**src/rtl/pe_array_if_pipe_pkg.sv**
```systemverilog
// pe_array_if_pipe_pkg: field defaults, bypass window and per-cycle action codes shared by the IF and ID stages
package pe_array_if_pipe_pkg;
  localparam int DEF_INS_W      = 24;
  localparam int DEF_RF_IDX_W   = 5;
  localparam int DEF_BP_SEL_W   = 2;
  localparam int DEF_SRC1_LSB   = 8;
  localparam int DEF_SRC2_LSB   = 3;
  localparam int DEF_TYPE_BIT   = 23;
  localparam int DEF_I_TYPE_VAL = 1;
  localparam int DEF_DSEL_W     = 3;
  localparam int DEF_PRED_W     = 2;
  localparam int DEF_CNT_W      = 16;
  typedef enum logic [2:0] {ACT_FLUSH, ACT_SKD, ACT_IN, ACT_DRAIN, ACT_STALL} if_act_e;
endpackage

```
**src/rtl/pe_array_if_pipe_if.sv**
```systemverilog
// pe_array_if_pipe_if: IMEM-side handshake and ID-side bundle of the IF stage
interface pe_array_if_pipe_if import pe_array_if_pipe_pkg::*; #(
  parameter int INS_W    = DEF_INS_W,
  parameter int RF_IDX_W = DEF_RF_IDX_W,
  parameter int BP_SEL_W = DEF_BP_SEL_W,
  parameter int DSEL_W   = DEF_DSEL_W,
  parameter int PRED_W   = DEF_PRED_W,
  parameter int CNT_W    = DEF_CNT_W
);
  logic                iIMEM_Valid;
  logic [INS_W-1:0]    iIMEM_IF_Instruction;
  logic [DSEL_W-1:0]   iData_Selection;
  logic [PRED_W-1:0]   iPredication;
  logic                oIF_IMEM_Ready;
  logic                iID_Stall;
  logic                iFlush;
  logic                oIF_ID_Valid;
  logic [INS_W-1:0]    oIF_ID_Instruction;
  logic [PRED_W-1:0]   oPredication;
  logic [DSEL_W-1:0]   oIF_BP_Data_Selection;
  logic [RF_IDX_W-1:0] oIF_RF_Read_Addr_A;
  logic [RF_IDX_W-1:0] oIF_RF_Read_Addr_B;
  logic                oIF_BP_Bypass_Read_A;
  logic                oIF_BP_Bypass_Read_B;
  logic [BP_SEL_W-1:0] oIF_BP_Bypass_Sel_A;
  logic [BP_SEL_W-1:0] oIF_BP_Bypass_Sel_B;
  logic                oIF_BP_Select_Imm;
  logic [CNT_W-1:0]    oIF_Stall_Count;
  modport master (
    output iIMEM_Valid, iIMEM_IF_Instruction, iData_Selection, iPredication, iID_Stall, iFlush,
    input  oIF_IMEM_Ready, oIF_ID_Valid, oIF_ID_Instruction, oPredication, oIF_BP_Data_Selection,
           oIF_RF_Read_Addr_A, oIF_RF_Read_Addr_B, oIF_BP_Bypass_Read_A, oIF_BP_Bypass_Read_B,
           oIF_BP_Bypass_Sel_A, oIF_BP_Bypass_Sel_B, oIF_BP_Select_Imm, oIF_Stall_Count
  );
  modport slave (
    input  iIMEM_Valid, iIMEM_IF_Instruction, iData_Selection, iPredication, iID_Stall, iFlush,
    output oIF_IMEM_Ready, oIF_ID_Valid, oIF_ID_Instruction, oPredication, oIF_BP_Data_Selection,
           oIF_RF_Read_Addr_A, oIF_RF_Read_Addr_B, oIF_BP_Bypass_Read_A, oIF_BP_Bypass_Read_B,
           oIF_BP_Bypass_Sel_A, oIF_BP_Bypass_Sel_B, oIF_BP_Select_Imm, oIF_Stall_Count
  );
endinterface

```
**src/rtl/pe_if_predecode.sv**
```systemverilog
// pe_if_predecode: combinational extraction of RF sources, bypass-window hits and immediate select
module pe_if_predecode import pe_array_if_pipe_pkg::*; #(
  parameter int INS_W      = DEF_INS_W,
  parameter int RF_IDX_W   = DEF_RF_IDX_W,
  parameter int BP_SEL_W   = DEF_BP_SEL_W,
  parameter int SRC1_LSB   = DEF_SRC1_LSB,
  parameter int SRC2_LSB   = DEF_SRC2_LSB,
  parameter int TYPE_BIT   = DEF_TYPE_BIT,
  parameter int I_TYPE_VAL = DEF_I_TYPE_VAL
) (
  input  logic [INS_W-1:0]    instruction,
  output logic [RF_IDX_W-1:0] srcA,
  output logic [RF_IDX_W-1:0] srcB,
  output logic                bypassA,
  output logic                bypassB,
  output logic                selectImm
);
  assign srcA      = instruction[SRC1_LSB +: RF_IDX_W];
  assign srcB      = instruction[SRC2_LSB +: RF_IDX_W];
  assign bypassA   = &srcA[RF_IDX_W-1:BP_SEL_W];
  assign bypassB   = &srcB[RF_IDX_W-1:BP_SEL_W];
  assign selectImm = instruction[TYPE_BIT] == 1'(I_TYPE_VAL);
endmodule

```
**src/rtl/pe_array_if_pipe.sv**
```systemverilog
// pe_array_if_pipe: IF stage with IMEM handshake, 2-entry skid buffer, pre-decode and stall counter
module pe_array_if_pipe import pe_array_if_pipe_pkg::*; #(
  parameter int INS_W      = DEF_INS_W,
  parameter int RF_IDX_W   = DEF_RF_IDX_W,
  parameter int BP_SEL_W   = DEF_BP_SEL_W,
  parameter int SRC1_LSB   = DEF_SRC1_LSB,
  parameter int SRC2_LSB   = DEF_SRC2_LSB,
  parameter int TYPE_BIT   = DEF_TYPE_BIT,
  parameter int I_TYPE_VAL = DEF_I_TYPE_VAL,
  parameter int DSEL_W     = DEF_DSEL_W,
  parameter int PRED_W     = DEF_PRED_W,
  parameter int CNT_W      = DEF_CNT_W
) (
  input logic iClk,
  input logic iReset,
  pe_array_if_pipe_if.slave bus
);
  if (BP_SEL_W >= RF_IDX_W || SRC1_LSB + RF_IDX_W > INS_W || SRC2_LSB + RF_IDX_W > INS_W || TYPE_BIT >= INS_W) begin : g_bad_params
    $error("pe_array_if_pipe: illegal field layout");
  end
  logic                outValid, skdValid, rdy, skdNext, load, skdLoad, accept;
  logic [INS_W-1:0]    skdIns, ldIns, outIns;
  logic [DSEL_W-1:0]   skdDsel, ldDsel, outDsel;
  logic [PRED_W-1:0]   skdPred, ldPred, outPred;
  logic [RF_IDX_W-1:0] srcA, srcB, addrA, addrB;
  logic [BP_SEL_W-1:0] selA, selB;
  logic                dBypA, dBypB, dImm, bypA, bypB, imm;
  logic [CNT_W-1:0]    cnt;
  if_act_e             act;
  assign accept = bus.iIMEM_Valid & rdy;
  assign act = bus.iFlush ? ACT_FLUSH :
               (!outValid || !bus.iID_Stall) ? (skdValid ? ACT_SKD : accept ? ACT_IN : ACT_DRAIN) :
               ACT_STALL;
  assign load    = act == ACT_SKD || act == ACT_IN;
  assign skdLoad = accept && (act == ACT_SKD || act == ACT_STALL);
  assign skdNext = act == ACT_SKD ? accept : act == ACT_STALL ? (skdValid | accept) : 1'b0;
  // The skid entry is always older than the incoming word, so it wins the OUT slot
  assign ldIns  = skdValid ? skdIns : bus.iIMEM_IF_Instruction;
  assign ldDsel = skdValid ? skdDsel : bus.iData_Selection;
  assign ldPred = skdValid ? skdPred : bus.iPredication;
  pe_if_predecode #(
    .INS_W(INS_W), .RF_IDX_W(RF_IDX_W), .BP_SEL_W(BP_SEL_W), .SRC1_LSB(SRC1_LSB),
    .SRC2_LSB(SRC2_LSB), .TYPE_BIT(TYPE_BIT), .I_TYPE_VAL(I_TYPE_VAL)
  ) predecode (
    .instruction(ldIns), .srcA(srcA), .srcB(srcB),
    .bypassA(dBypA), .bypassB(dBypB), .selectImm(dImm)
  );
  always_ff @(posedge iClk) begin
    if (iReset) begin
      {outValid, skdValid, skdIns, skdDsel, skdPred, outIns, outDsel, outPred} <= '0;
      {addrA, addrB, selA, selB, bypA, bypB, imm, cnt} <= '0;
      rdy <= 1'b1;
    end else begin
      outValid <= load || act == ACT_STALL;
      skdValid <= skdNext;
      rdy      <= ~skdNext;
      if (skdLoad) begin
        skdIns  <= bus.iIMEM_IF_Instruction;
        skdDsel <= bus.iData_Selection;
        skdPred <= bus.iPredication;
      end
      if (load) begin
        outIns  <= ldIns;
        outDsel <= ldDsel;
        outPred <= ldPred;
        bypA    <= dBypA;
        bypB    <= dBypB;
        imm     <= dImm;
        // Sticky: the unused one of address/select keeps its value to avoid RF read toggling
        if (dBypA) selA <= srcA[BP_SEL_W-1:0];
        else addrA <= srcA;
        if (dBypB) selB <= srcB[BP_SEL_W-1:0];
        else addrB <= srcB;
      end
      if (outValid && bus.iID_Stall && !(&cnt)) cnt <= cnt + 1'b1;
    end
  end
  assign bus.oIF_IMEM_Ready        = rdy;
  assign bus.oIF_ID_Valid          = outValid;
  assign bus.oIF_ID_Instruction    = outIns;
  assign bus.oPredication          = outPred;
  assign bus.oIF_BP_Data_Selection = outDsel;
  assign bus.oIF_RF_Read_Addr_A    = addrA;
  assign bus.oIF_RF_Read_Addr_B    = addrB;
  assign bus.oIF_BP_Bypass_Read_A  = bypA;
  assign bus.oIF_BP_Bypass_Read_B  = bypB;
  assign bus.oIF_BP_Bypass_Sel_A   = selA;
  assign bus.oIF_BP_Bypass_Sel_B   = selB;
  assign bus.oIF_BP_Select_Imm     = imm;
  assign bus.oIF_Stall_Count       = cnt;
endmodule

```
**src/flat_wrapper.sv**
```systemverilog
// flat-port wrapper written by rule: the top's interface ports become plain ports
module pe_array_if_pipe_flat import pe_array_if_pipe_pkg::*;
#(
  parameter int INS_W      = DEF_INS_W,
  parameter int RF_IDX_W   = DEF_RF_IDX_W,
  parameter int BP_SEL_W   = DEF_BP_SEL_W,
  parameter int SRC1_LSB   = DEF_SRC1_LSB,
  parameter int SRC2_LSB   = DEF_SRC2_LSB,
  parameter int TYPE_BIT   = DEF_TYPE_BIT,
  parameter int I_TYPE_VAL = DEF_I_TYPE_VAL,
  parameter int DSEL_W     = DEF_DSEL_W,
  parameter int PRED_W     = DEF_PRED_W,
  parameter int CNT_W      = DEF_CNT_W
)
  (iClk, iReset, bus_iIMEM_Valid, bus_iIMEM_IF_Instruction, bus_iData_Selection, bus_iPredication, bus_iID_Stall, bus_iFlush, bus_oIF_IMEM_Ready, bus_oIF_ID_Valid, bus_oIF_ID_Instruction, bus_oPredication, bus_oIF_BP_Data_Selection, bus_oIF_RF_Read_Addr_A, bus_oIF_RF_Read_Addr_B, bus_oIF_BP_Bypass_Read_A, bus_oIF_BP_Bypass_Read_B, bus_oIF_BP_Bypass_Sel_A, bus_oIF_BP_Bypass_Sel_B, bus_oIF_BP_Select_Imm, bus_oIF_Stall_Count);
  pe_array_if_pipe_if #(.INS_W(INS_W), .RF_IDX_W(RF_IDX_W), .BP_SEL_W(BP_SEL_W), .DSEL_W(DSEL_W), .PRED_W(PRED_W), .CNT_W(CNT_W)) bus_i ();
  input logic iClk;
  input logic iReset;
  input wire logic [$bits(bus_i.iIMEM_Valid)-1:0] bus_iIMEM_Valid;
  input wire logic [$bits(bus_i.iIMEM_IF_Instruction)-1:0] bus_iIMEM_IF_Instruction;
  input wire logic [$bits(bus_i.iData_Selection)-1:0] bus_iData_Selection;
  input wire logic [$bits(bus_i.iPredication)-1:0] bus_iPredication;
  input wire logic [$bits(bus_i.iID_Stall)-1:0] bus_iID_Stall;
  input wire logic [$bits(bus_i.iFlush)-1:0] bus_iFlush;
  output wire logic [$bits(bus_i.oIF_IMEM_Ready)-1:0] bus_oIF_IMEM_Ready;
  output wire logic [$bits(bus_i.oIF_ID_Valid)-1:0] bus_oIF_ID_Valid;
  output wire logic [$bits(bus_i.oIF_ID_Instruction)-1:0] bus_oIF_ID_Instruction;
  output wire logic [$bits(bus_i.oPredication)-1:0] bus_oPredication;
  output wire logic [$bits(bus_i.oIF_BP_Data_Selection)-1:0] bus_oIF_BP_Data_Selection;
  output wire logic [$bits(bus_i.oIF_RF_Read_Addr_A)-1:0] bus_oIF_RF_Read_Addr_A;
  output wire logic [$bits(bus_i.oIF_RF_Read_Addr_B)-1:0] bus_oIF_RF_Read_Addr_B;
  output wire logic [$bits(bus_i.oIF_BP_Bypass_Read_A)-1:0] bus_oIF_BP_Bypass_Read_A;
  output wire logic [$bits(bus_i.oIF_BP_Bypass_Read_B)-1:0] bus_oIF_BP_Bypass_Read_B;
  output wire logic [$bits(bus_i.oIF_BP_Bypass_Sel_A)-1:0] bus_oIF_BP_Bypass_Sel_A;
  output wire logic [$bits(bus_i.oIF_BP_Bypass_Sel_B)-1:0] bus_oIF_BP_Bypass_Sel_B;
  output wire logic [$bits(bus_i.oIF_BP_Select_Imm)-1:0] bus_oIF_BP_Select_Imm;
  output wire logic [$bits(bus_i.oIF_Stall_Count)-1:0] bus_oIF_Stall_Count;
  assign bus_i.iIMEM_Valid = bus_iIMEM_Valid;
  assign bus_i.iIMEM_IF_Instruction = bus_iIMEM_IF_Instruction;
  assign bus_i.iData_Selection = bus_iData_Selection;
  assign bus_i.iPredication = bus_iPredication;
  assign bus_i.iID_Stall = bus_iID_Stall;
  assign bus_i.iFlush = bus_iFlush;
  assign bus_oIF_IMEM_Ready = bus_i.oIF_IMEM_Ready;
  assign bus_oIF_ID_Valid = bus_i.oIF_ID_Valid;
  assign bus_oIF_ID_Instruction = bus_i.oIF_ID_Instruction;
  assign bus_oPredication = bus_i.oPredication;
  assign bus_oIF_BP_Data_Selection = bus_i.oIF_BP_Data_Selection;
  assign bus_oIF_RF_Read_Addr_A = bus_i.oIF_RF_Read_Addr_A;
  assign bus_oIF_RF_Read_Addr_B = bus_i.oIF_RF_Read_Addr_B;
  assign bus_oIF_BP_Bypass_Read_A = bus_i.oIF_BP_Bypass_Read_A;
  assign bus_oIF_BP_Bypass_Read_B = bus_i.oIF_BP_Bypass_Read_B;
  assign bus_oIF_BP_Bypass_Sel_A = bus_i.oIF_BP_Bypass_Sel_A;
  assign bus_oIF_BP_Bypass_Sel_B = bus_i.oIF_BP_Bypass_Sel_B;
  assign bus_oIF_BP_Select_Imm = bus_i.oIF_BP_Select_Imm;
  assign bus_oIF_Stall_Count = bus_i.oIF_Stall_Count;
  pe_array_if_pipe #(.INS_W(INS_W), .RF_IDX_W(RF_IDX_W), .BP_SEL_W(BP_SEL_W), .SRC1_LSB(SRC1_LSB), .SRC2_LSB(SRC2_LSB), .TYPE_BIT(TYPE_BIT), .I_TYPE_VAL(I_TYPE_VAL), .DSEL_W(DSEL_W), .PRED_W(PRED_W), .CNT_W(CNT_W)) u_core (.iClk(iClk), .iReset(iReset), .bus(bus_i));
endmodule
```
**config.mk**
```make
export PLATFORM = sky130hd
export DESIGN_NAME = pe_array_if_pipe_flat
export DESIGN_NICKNAME = d
export VERILOG_FILES = /design/src/rtl/pe_array_if_pipe_pkg.sv /design/src/rtl/pe_array_if_pipe_if.sv /design/src/rtl/pe_if_predecode.sv /design/src/rtl/pe_array_if_pipe.sv /design/src/flat_wrapper.sv
export SDC_FILE = /design/constraint.sdc
export NUM_CORES = 1
export LEC_CHECK = 0
export ABC_AREA = 1
export CELL_PAD_IN_SITES_DETAIL_PLACEMENT = 0
export CELL_PAD_IN_SITES_GLOBAL_PLACEMENT = 1
export CORE_MARGIN = 3
export CORE_UTILIZATION = 31
export DETAILED_ROUTE_END_ITERATION = 16
export PLACE_DENSITY = 0.82
export SYNTH_ARGS = -nofsm -noshare
export SYNTH_HDL_FRONTEND = slang
export SYNTH_SLANG_ARGS = --single-unit
```
**constraint.sdc**
```tcl
create_clock -name iClk -period 1.4 [get_ports iClk]
set_input_delay 0.28 -clock iClk [delete_from_list [all_inputs] [get_ports iClk]]
set_output_delay 0.28 -clock iClk [all_outputs]
set_load 0.05 [all_outputs]
```
After elaboration in Yosys (flattened, before gate mapping)
Index checks and enable logic that the tools add are counted.
{"block": "word_totals", "reg_bits": 94, "in_bits": 34, "output_inout_bits": 64, "elab_cells": 52}
{"block": "classes", "n_addsub": 1, "n_eq_ne": 3, "n_mux": 9, "bitwise": 5, "reduce_logical": 17}
{"cell": "$mux 24", "n": 1}
{"cell": "$add 16x1->16 const B", "n": 1}
{"cell": "$reduce_and 16->1", "n": 1}
{"cell": "$mux 3", "n": 4}
{"cell": "$reduce_and 4->1", "n": 2}
{"cell": "$reduce_and 3->1", "n": 2}
{"cell": "$logic_or 1x1->1", "n": 4}
{"cell": "$reduce_and 2->1", "n": 2}
{"cell": "$eq 3x1->1 const B", "n": 1}
{"cell": "$eq 3x2->1 const B", "n": 1}
{"cell": "$eq 3x3->1 const B", "n": 1}
{"cell": "$logic_and 1x1->1", "n": 3}
{"cell": "$logic_not 1->1", "n": 3}
{"cell": "$mux 1", "n": 3}
{"cell": "$not 1->1", "n": 3}
{"cell": "$mux 2", "n": 1}
{"cell": "$and 1x1->1", "n": 1}
{"cell": "$or 1x1->1", "n": 1}

Longest topological paths before layout
Gate-level depths: netlist of the first run.
{"block": "depth", "ltp_word": 9, "depth_mapped": 10, "mapped_depth_nobuf": 10}

Modules after synthesis
From an unflattened synthesis of the first run, not the netlist that was laid out.
{"block": "unflattened", "hier_cells": 565, "hier_area_um2": 4112.7}
{"mod": "pe_array_if_pipe", "n_inst": 1, "cells_each": 548, "area_per_inst_um2": 4002.6, "seq_area_each_um2": 1881.8}
{"mod": "pe_if_predecode", "n_inst": 1, "cells_each": 17, "area_per_inst_um2": 110.1, "seq_area_each_um2": 0.0}

Least setup slack after synthesis of the first run
No wires, ideal clock.
{"block": "synth_path", "path_kind": "reg-to-reg", "start": "reg u_core.cnt[0], in the netlist u_core.bus.oIF_Stall_Count[0]", "end": "reg u_core.cnt[15], in the netlist u_core.bus.oIF_Stall_Count[15]", "setup_time_ns": 0.142, "arrival_ns": 1.784, "required_time_ns": 1.258, "slack_ns": -0.526, "stages_incl_launch_ff": 10, "path_buffers": 1, "period_less_slack_ns": 1.926, "cell_sequence": "dfxtp_1 ha_1 nand3_2 inv_4 nand2_4 nor2_1 nor2_2 buf_2 nand2_1 a21oi_2"}
{"block": "synth_via", "elab_chain_cells": 3, "elab_cells_between_ends": 4, "classes_between": "add/sub (1); reduce/logical (3)"}
{"element": "from (decl)", "line": "pe_array_if_pipe.sv:28", "rtl": "logic [CNT_W-1:0] cnt;"}
{"element": "from (signal assigned)", "line": "pe_array_if_pipe.sv:75", "rtl": "if (outValid && bus.iID_Stall && !(&cnt)) cnt <= cnt + 1'b1;"}
{"element": "parallel branches: the longest is 3 deep, another holds $add 16x1->16"}
Parallel ways; which one is timed is not known.
A chain may end at the register's enable or synchronous reset.

Worst setup path after layout of the first run
{"block": "layout_path", "start": "in bus_iID_Stall", "end": "reg u_core.outIns[14], in the netlist u_core.bus.oIF_ID_Instruction[14]"}
{"block": "layout_via", "elab_chain_cells": 6, "elab_cells_between_ends": 7, "classes_between": "eq/ne (2); mux (2); reduce/logical (3)"}
{"element": "from (decl)", "line": "flat_wrapper.sv:23", "rtl": "input wire logic [$bits(bus_i.iID_Stall)-1:0] bus_iID_Stall;"}
{"element": "$logic_not 1->1 (*)", "line": "pe_array_if_pipe.sv:32", "rtl": "(!outValid || !bus.iID_Stall) ? (skdValid ? ACT_SKD : accept ? ACT_IN : ACT_DRAIN) :"}
{"element": "$logic_or 1x1->1 (*)", "line": "pe_array_if_pipe.sv:32"}
{"element": "$mux 3 (*)", "line": "pe_array_if_pipe.sv:32"}
{"element": "$mux 3 (*)", "line": "pe_array_if_pipe.sv:31", "rtl": "assign act = bus.iFlush ? ACT_FLUSH :"}
{"element": "$eq 3x1->1 or $eq 3x2->1 (tied branches)", "line": "pe_array_if_pipe.sv:34", "rtl": "assign load = act == ACT_SKD || act == ACT_IN;"}
{"element": "$logic_or 1x1->1 (*)", "line": "pe_array_if_pipe.sv:34"}
{"element": "to (signal assigned)", "line": "pe_array_if_pipe.sv:63", "rtl": "outIns <= ldIns;"}
{"element": "to (decl)", "line": "pe_array_if_pipe.sv:22", "rtl": "logic [INS_W-1:0] skdIns, ldIns, outIns;"}
Every way passes the cells marked *; elsewhere a longest branch is shown, timed or not.

==> results of run 1 <==
-- worst max path at each step --
stage,from,to,slack (ns),depth (start not counted)
floorplan,u_core.bus.oIF_Stall_Count[0],u_core.bus.oIF_Stall_Count[2],-0.03,8
global placement,bus_iIMEM_Valid,u_core.bus.oIF_RF_Read_Addr_A[2],-0.36,9
detailed placement,bus_iIMEM_Valid,u_core.bus.oIF_RF_Read_Addr_A[2],-0.39,9
CTS,u_core.bus.oIF_Stall_Count[0],u_core.bus.oIF_Stall_Count[11],-0.04,9
global route,u_core.skdValid,u_core.bus.oIF_ID_Instruction[14],-0.10,8
finish,bus_iID_Stall,u_core.bus.oIF_ID_Instruction[14],-0.03,8
-- what timing repair did --
action                     CTS  global route
cloned                       0             7
setup buffers                5            13
setup endpoints to repair   40            67
gates resized for setup     14            92
pin swaps                    6            11
-- power by group --
part | switching (mW) | internal, mW | leakage (nW) | total [mW]
Sequential | 0.117 | 2.73 | 0.770 | 2.85
Clock | 1.03 | 1.50 | 0.155 | 2.53
Combinational | 0.694 | 0.670 | 1.92 | 1.36
Total | 1.84 | 4.91 | 2.84 | 6.75
-- area by class of cell --
type	instances	area, um^2
Timing Repair Buffer	174	2440
Sequential cell	93	1910
Clock buffer	10	250
Inverter	23	109
Clock inverter	6	66.3
Fill cell	1030	5110
Multi-Input combinational cell	398	2070
Tap cell	168	210
-- stage by stage --
stage | instances | hold WS [ns] | power (mW) | utilization
after detailed placement | 831 | 0.462 | 4.11 | 0.505
after global routing | 872 | 0.468 | 7.01 | 0.580
final | 872 | 0.473 | 6.75 | 0.580
after CTS | 852 | 0.471 | 6.67 | 0.539
after floorplan | 544 | 0.335 | 3.43 | -
after global placement | 831 | 0.455 | 4.09 | 0.505
-- cells by family (layout without fill, tap and decap cells) --
family,after synthesis,after routing
simple gates,285,285
compound gates,106,106
flops,93,93
buf+inv,53,213
xor+xnor,6,6
fa+ha+maj,1,1
-- metal layers --
layer | share of wire | global-route usage
met1 | 0.45 | 0.218
met5 | 0 | 0
met4 | 0.0062 | 0.0381
met3 | 0.044 | 0.0327
met2 | 0.50 | 0.281
-- placed cells by master, fill, tap and decap left out --
cell type	n
nand2_2	18
dlymetal6s2s_1	2
clkbuf_16	15
dfxtp_1	74
nand3_1	6
clkinv_1	1
clkdlybuf4s50_1	31
buf_4	51
clkinvlp_4	1
clkinv_2	1
a21oi_1	3
nand2_1	110
bufinv_16	1
ha_4	1
nand2_4	5
inv_1	15
nor2_1	125
o21ai_0	40
a31oi_1	17
clkinv_8	1
nand3_2	2
nor2_4	7
xor2_1	2
o21ai_4	4
dfxtp_2	9
inv_6	2
buf_12	73
nor2_2	4
inv_2	2
a21oi_2	10
o21ai_2	15
nand3_4	1
dfxtp_4	10
o21ai_1	15
a31oi_4	2
nand4_1	7
inv_4	5
xnor2_1	4
buf_6	12
-- Yosys cell counts --
| master | instances |
|---|---|
| a31oi_1 | 19 |
| buf_1 | 1 |
| a21oi_2 | 10 |
| nor2_1 | 132 |
| ha_1 | 1 |
| nand2_4 | 1 |
| o21ai_0 | 67 |
| inv_4 | 1 |
| buf_2 | 9 |
| dfxtp_1 | 93 |
| nand2_1 | 129 |
| buf_4 | 1 |
| clkbuf_1 | 18 |
| o21ai_1 | 6 |
| a21oi_1 | 3 |
| nand3_2 | 1 |
| xor2_1 | 2 |
| buf_6 | 1 |
| xnor2_1 | 4 |
| nand3_1 | 8 |
| inv_2 | 4 |
| inv_1 | 18 |
| o21ai_4 | 1 |
| nand2_2 | 3 |
| nor2_2 | 2 |
| nand4_1 | 7 |
| nor2_4 | 2 |
-- worst max-delay path, stage by stage --
cell and delay (ns):
clkdlybuf4s50_1 0.46, nand2_2 0.11, inv_2 0.07, nor2_4 0.21, buf_12 0.18, buf_6 0.11
clkbuf_16 0.14, a31oi_1 0.08
-- state kept, by name (all words and copies together), names as in the netlist, 3 cells and up --
register / cells
u_core.skdIns: 24
u_core.bus.oIF_ID_Instruction: 23
u_core.bus.oIF_Stall_Count: 16
u_core.bus.oIF_RF_Read_Addr_A: 5
u_core.bus.oIF_RF_Read_Addr_B: 5
u_core.bus.oIF_BP_Data_Selection: 3
u_core.skdDsel: 3
==> flow_summary.toml, run 1 <==
[floorplan]
die_w_um = 118
coreArea_um2 = 12200
die_h_um = 118
ios = 98
start_util = 0.320
die_area_um2 = 13900
rows = 40

[yosys]
synthXorXnorAreaFrac = 0.0135
seq_area_frac_synth = 0.478
avgSynthCellArea_um2 = 7.16
synth-adder-area-share = 0.00321
yosysUniqueCellTypes = 27
synth_cells = 544
synthMuxAreaShare = 0
synthSimpleGateAreaFrac = 0.293
synth-compound-area-share = 0.155
netlist.area_leader.share = 0.478
syn_area_um2 = 3890
synth-seq-cells = 93
yosysTopAreaCell = "dfxtp_1"
yosysWarningCount = 0
syn_nets = 579
synth_top_family_by_area = "simple AND/OR/NAND/NOR gates"
synth_area_leaders = "dfxtp_1, nor2_1, nand2_1"

[setup_path]
arrival_ns = 1.64
path_max_fanout = 5
worstPathRequired_ns = 1.61
cp-start-kind = "input port"
r2r-start = "u_core.skdValid"
critPathCaptureType = "flop"
critical_path_class = "in -> reg"
reg2reg_depth = 8
r2r_end = "u_core.bus.oIF_ID_Instruction[14]"
rrSetupSlack_ns = -0.02

[clock_network]
clk_path_buf_depth = 2
cts.htree.levels = 3
cts_num_sinks = 93
clkLatencyLatePin_ns = 0.33
hold_buffers = 0
cts_buffers = 9
cts_tree = "done"
path_clk_slew_ns = 0.07
clk_root_buffer_cell = "clkbuf_16"

[run]
drv_cap = 0

[timing]
period_minus_slack_ns = 1.43
tightest_slew_ns = 0.279
fin_tns_setup_ns = -0.122
finClkSkew_ns = 0.00693
rsz0062_at_grt = "true"
setup_viol = 7
layout_setup_ws_ns = -0.0273
slew_violations = 0
relSlewSlack = 0.814
hold_violations = 0
timing.fmax_mhz = 701
fin_crit_sh = 1.02

[drt]
viasPerCell = 4.73
post-route-drc-count = 0
vias = 4127
ant_nets = 0
drt_wl_total_mm = 12.3
first_pass_iters = 5
drtIter0Drc = 253
wl_per_cell_um = 14.1

[global_route]
antenna_found_initial = 0
grt_max_degree = 53
grt.total_usage = 0.166
grt_pass1_vias = 3961
grt_overflow = 0
grt_pass1_wl_mm = 19.1

[placed_design]
port-buffer-count = 97
placed_area_um2 = 6140
post-place-ws_ns = -0.386
hpwl_mm = 8.32
routabilityCongestion = 0.825

[finish]
drive_above_1_share = 0.358
nNetsFinal = 734
stdcell_area_um2 = 7050
num_antenna_cells = 0
area_delta_synth_final_pct = 81.2

[power]
worst_ir_drop_vdd_mv = 0.545
powerDensity_nw_per_um2 = 957
p_leak_nw = 2.84

[run_status]
status = "finished, violations left"
violations = "setup timing"

[min_path]
hold_class = "reg -> reg"
hold_path_depth = 2
whs_endpoint = "u_core.bus.oIF_BP_Data_Selection[1]"
hp-start = "u_core.skdDsel[1]"
No activity file was read; power rests on OpenSTA's default activity.
==> run 2: changes to the inputs <==
--- a/config.mk
+++ b/config.mk
@@ -9,9 +9,9 @@
 export CELL_PAD_IN_SITES_DETAIL_PLACEMENT = 0
 export CELL_PAD_IN_SITES_GLOBAL_PLACEMENT = 1
 export CORE_MARGIN = 3
-export CORE_UTILIZATION = 31
+export CORE_UTILIZATION = 37
 export DETAILED_ROUTE_END_ITERATION = 16
-export PLACE_DENSITY = 0.82
+export PLACE_DENSITY_LB_ADDON = 0.1
 export SYNTH_ARGS = -nofsm -noshare
 export SYNTH_HDL_FRONTEND = slang
 export SYNTH_SLANG_ARGS = --single-unit
==> constraint.sdc (replaced) <==
create_clock -name iClk -period 1.65 [get_ports iClk]
set_input_delay 0.33 -clock iClk [delete_from_list [all_inputs] [get_ports iClk]]
set_output_delay 0.33 -clock iClk [all_outputs]
set_load 0.05 [all_outputs]
==> flow_summary.toml, run 2 (synthesis gave the netlist of run 1 again) <==
[floorplan]
ios = 98
start_util = 0.389
die_h_um = 109
rows = 36
die_area_um2 = 11800
die_w_um = 109
coreArea_um2 = 10000

[global_route]
antenna_found_initial = 0
grt_max_degree = 63
grt.total_usage = 0.186
grt_pass1_vias = 3643
grt_pass1_wl_mm = 17.4
grt_overflow = 0

[drt]
first_pass_iters = 4
drtIter0Drc = 166
wl_per_cell_um = 13.2
ant_nets = 0
drt_wl_total_mm = 10.4
post-route-drc-count = 0
vias = 3775
viasPerCell = 4.76

[placed_design]
dpl.cell_count = 776
placed_area_um2 = 5080
routabilityCongestion = 0.782
port-buffer-count = 97
hpwl_mm = 7.62

[finish]
area_delta_synth_final_pct = 36.1
regMostFlops = "u_core.skdIns"
largest_register_ffs = 24
final_cell_mix = "nor2_1, nand2_1, buf_4"
num_antenna_cells = 0
drive_above_1_share = 0.226
nNetsFinal = 690
stdcell_count = 793
stdcell_area_um2 = 5300
final_common_cell = "nor2_1"

[setup_path]
crit_top_cell = "nand2_1"
path_delay_family = "flip-flops"
worstPathRequired_ns = 1.93
cp.depth = 7
reg2reg_depth = 7
path_max_fanout = 20
path_cells = "inv_4 -> nand2_1 -> nand2_1 -> nor2_4 -> buf_4 -> o21ai_0 -> a31oi_1"
critPathCaptureType = "flop"
arrival_ns = 1.77
cp-start-kind = "flop"
slowest_stage = "dfxtp_1"
crit_buf_inv = 2
cpPeakStageDelay_ns = 0.40
critical_path_class = "reg -> reg"

[timing]
tightest_slew_ns = 0.281
period_minus_slack_ns = 1.49
slew_violations = 0
rsz0062_at_grt = "true"
relSlewSlack = 0.812
hold_violations = 0
finClkSkew_ns = 0.0106
fin_crit_sh = 0.902
setup_viol = 0
timing.fmax_mhz = 672
hold_ws_ns = 0.478

[clock_network]
path_clk_slew_ns = 0.09
clk_path_buf_depth = 2
clkLatencyLatePin_ns = 0.35
cts.htree.levels = 3
clk_root_buffer_cell = "clkbuf_8"
cts_tree = "done"
cts_num_sinks = 93
cts_buffers = 9

[power]
powerDensity_nw_per_um2 = 878
p_leak_nw = 2.23
worst_ir_drop_vdd_mv = 0.517

[min_path]
hold_class = "reg -> reg"
hold_path_depth = 2

[run_status]
status = "completed"

[run]
drv_cap = 0
run 2: path summary, 6_finish.rpt:
| kind | from | endpoint | slack [ns] |
|---|---|---|---|
| setup / recovery | u_core.skdValid | u_core.bus.oIF_ID_Instruction[15] | 0.16 |
| setup reg to reg | u_core.skdValid | u_core.bus.oIF_ID_Instruction[15] | 0.16 |
| hold / removal | u_core.skdDsel[2] | u_core.bus.oIF_BP_Data_Selection[2] | 0.48 |
| hold reg to reg | u_core.skdDsel[2] | u_core.bus.oIF_BP_Data_Selection[2] | 0.48 |
run 2: tightest hold or removal path, cell delays in order, from the launching register on:
cell	delay, ns
dfxtp_1	0.32
nand2_1	0.05
a31oi_1	0.07
run 2: where the power goes:
part | internal [mW] | switching (mW) | leakage, nW
registers | 2.33 | 0.0518 | 0.764
clock network | 0.699 | 0.789 | 0.0939
logic | 0.277 | 0.505 | 1.37
run 2: layer usage:
layer | track usage | vias to the layer above | wire (um)
met5 | 0 | - | 0
met4 | 0.0649 | 0 | 162
met3 | 0.0376 | 13 | 576
met2 | 0.297 | 87 | 4770
met1 | 0.249 | 1702 | 4930
li1 | - | 1973 | -
run 2: metrics by stage:
| step | total power, mW | setup TNS (ns) | util | worst slack (ns) |
|---|---|---|---|---|
| floorplan | 2.91 | 0 | - | 0.00258 |
| global placement | 3.21 | -6.16 | 0.508 | -0.172 |
| detailed placement | 3.22 | -6.92 | 0.508 | -0.188 |
| CTS | 4.72 | 0 | 0.527 | 0.0694 |
| global route | 4.86 | -0.000106 | 0.530 | -0.000106 |
| finish | 4.65 | 0 | 0.530 | 0.161 |
run 2: cell type report:
class	count	area, um^2
Clock buffer	10	128
Sequential cell	93	1880
Inverter	23	91.3
Fill cell	1001	4700
Tap cell	133	166
Timing Repair Buffer	130	1160
Multi-Input combinational cell	398	1810
Clock inverter	6	63.8
run 2: what timing repair did:
| action | CTS | global route |
|---|---|---|
| hold buffers | 0 | 0 |
| setup endpoints to repair | 0 | 25 |
| gates resized for setup | 0 | 2 |
| buffers inserted | 0 | 1 |
==> run 3: changes to the inputs <==
--- a/config.mk
+++ b/config.mk
@@ -5,11 +5,11 @@
 export SDC_FILE = /design/constraint.sdc
 export NUM_CORES = 1
 export LEC_CHECK = 0
-export ABC_AREA = 1
 export CELL_PAD_IN_SITES_DETAIL_PLACEMENT = 0
 export CELL_PAD_IN_SITES_GLOBAL_PLACEMENT = 1
 export CORE_MARGIN = 3
-export CORE_UTILIZATION = 37
+export CORE_UTILIZATION = 41
+export CTS_BUF_LIST = sky130_fd_sc_hd__clkbuf_8
 export DETAILED_ROUTE_END_ITERATION = 16
 export PLACE_DENSITY_LB_ADDON = 0.1
 export SYNTH_ARGS = -nofsm -noshare
==> flow_summary.toml, run 3 <==
[yosys]
syn_area_um2 = 3830
yosysWarningCount = 0
synth_area_leaders = "dfxtp_1, mux2i_1, a211oi_1"
synth-edff-count = 0
seq_area_frac_synth = 0.486
netlist.area_leader.share = 0.486
yosysUniqueCellTypes = 43
synthArstFlopShare = 0
syn_nets = 431
synthTopCellsByCount = "dfxtp_1, nor2_1, mux2i_1, a211oi_1, a21oi_1"
yosysTopAreaCell = "dfxtp_1"
avgSynthCellArea_um2 = 9.67
synth-seq-cells = 93
synth_top_flop_cell = "dfxtp_1"
yosysMostFrequentCell = "dfxtp_1"
synth_cells = 396

[clock_network]
cts_buffers = 9
cts_num_sinks = 93
clk_root_buffer_cell = "clkbuf_8"
path_clk_slew_ns = 0.09
cts_tree = "done"
cts.htree.levels = 3
clk_path_buf_depth = 2
clkLatencyLatePin_ns = 0.35

[global_route]
grt_max_degree = 76
grt_overflow = 0
grt_pass1_wl_mm = 15.2
grt.total_usage = 0.183
antenna_found_initial = 0
grt_pass1_vias = 3073

[timing]
rsz0062_at_grt = "true"
setup_viol = 1
hold_violations = 0
tightest_slew_ns = 0.395
finClkSkew_ns = 0.0109
layout_setup_ws_ns = -0.00627
period_minus_slack_ns = 1.66
hold_ws_ns = 0.432
slew_violations = 0
fin_crit_sh = 1.00
timing.fmax_mhz = 604
relSlewSlack = 0.735

[min_path]
hold_class = "in -> reg"

[drt]
vias = 3327
post-route-drc-count = 0
drtIter0Drc = 91
wl_per_cell_um = 15.3
viasPerCell = 5.24
drt_wl_total_mm = 9.74
ant_nets = 0
first_pass_iters = 4

[setup_path]
path_cells = "ha_4 -> and3_4 -> o211ai_1 -> or4b_4 -> a21oi_2"
path_max_fanout = 5
cpPeakStageDelay_ns = 0.56
critical_path_class = "reg -> reg"
cp-start-kind = "flop"
arrival_ns = 1.94
crit_buf_inv = 0
slowest_stage = "or4b_4"
path_delay_family = "simple AND/OR/NAND/NOR gates"
worstPathRequired_ns = 1.93
critPathCaptureType = "flop"

[run]
drv_cap = 0

[placed_design]
routabilityCongestion = 0.804
hpwl_mm = 6.38
port-buffer-count = 97
post-place-ws_ns = -0.508

[power]
worst_ir_drop_vdd_mv = 0.439
power_mw = 4.59
p_leak_nw = 2.07
powerDensity_nw_per_um2 = 835

[run_status]
status = "finished, violations left"
violations = "setup timing"

[finish]
drive_above_1_share = 0.336
num_antenna_cells = 0
final_cell_mix = "buf_4, dfxtp_1, nor2_1"
largest_register_ffs = 24
area_delta_synth_final_pct = 43.6
final_common_cell = "buf_4"
nNetsFinal = 557
num-fill-cells = 788
regMostFlops = "u_core.skdIns"

[floorplan]
ios = 98
die_area_um2 = 10500
die_w_um = 103
die_h_um = 103
start_util = 0.430
coreArea_um2 = 8890
rows = 34
## run 3: cell types whose count changed in the layout (fill, tap and decap cells not counted), sizes merged, moves of 6 or more
cell    before  now
a31oi       19    1
nor3         0   13
nor2b        0   10
a211oi       0   36
mux2i        0   55
a21oi       13   25
mux2         0    8
o21a         0   12
inv         23    8
o21ai       74    0
buf         97  107
nand3        9    3
nand2      133   11
nor2       136   66
## run 3: per-layer routing
| layer | vias to the layer above | track usage | wire length (um) |
|---|---|---|---|
| met5 | - | 0 | 0 |
| met4 | 0 | 0.0646 | 125 |
| met3 | 10 | 0.0460 | 475 |
| met2 | 66 | 0.283 | 4490 |
| met1 | 1577 | 0.247 | 4650 |
| li1 | 1674 | - | - |
## run 3: worst paths after layout
check,to,cells after the start,from,slack [ns]
max,u_core.bus.oIF_Stall_Count[12],5,u_core.bus.oIF_Stall_Count[1],-0.006
min,u_core.bus.oIF_Stall_Count[13],3,iReset,0.43
max reg2reg,u_core.bus.oIF_Stall_Count[12],5,u_core.bus.oIF_Stall_Count[1],-0.006
min reg2reg,u_core.bus.oIF_BP_Bypass_Read_B,2,u_core.bus.oIF_BP_Bypass_Read_B,0.46
## run 3: report_power, final
part           internal (mW)  switching (mW)  total (mW)
combinational          0.315           0.491       0.806
clock                  0.632           0.812        1.44
sequential              2.30          0.0436        2.34
total                   3.24            1.35        4.59
## run 3: cell families (layout without fill, tap and decap cells)
family / count (synthesis) / count (layout) / synth area share
simple gates: 122 / 122 / 0.154
compound gates: 85 / 85 / 0.153
buf+inv: 32 / 163 / 0.0360
mux: 63 / 63 / 0.167
flops: 93 / 93 / 0.486
fa+ha+maj: 1 / 1 / 0.00327
## run 3: area by class of cell
type / instances / area [um^2] / share of cell area
multi-input cells: 271 / 1970 / 0.359
repair buffers: 141 / 1260 / 0.229
clock inverters: 5 / 33.8 / 0.00615
inverters: 6 / 22.5 / 0.00410
clock buffers: 11 / 151 / 0.0275
well taps: 108 / 135 / 0.0246
flip-flops and latches: 93 / 1920 / 0.350
## run 3: timing repair
action | CTS | global route
gates resized for setup | 3 | 17
cloned | 0 | 2
pin swaps | 2 | 9
endpoints found under the setup margin | 19 | 30
hold buffers | 0 | 0
buffers inserted | 4 | 4
## run 3: through the flow
step	cells	area [um^2]	util	TNS [ns]
finish	635	5500	0.618	-0.00627
global route	635	5500	0.618	-0.334
CTS	629	5320	0.599	0
detailed placement	609	5100	0.574	-27.65
global placement	609	5100	0.574	-26.42
floorplan	396	3950	-	-0.0345
## run 3: worst min-delay path, stage by stage
cell     delay, ns
buf_2         0.11
buf_4         0.26
a21oi_2       0.05
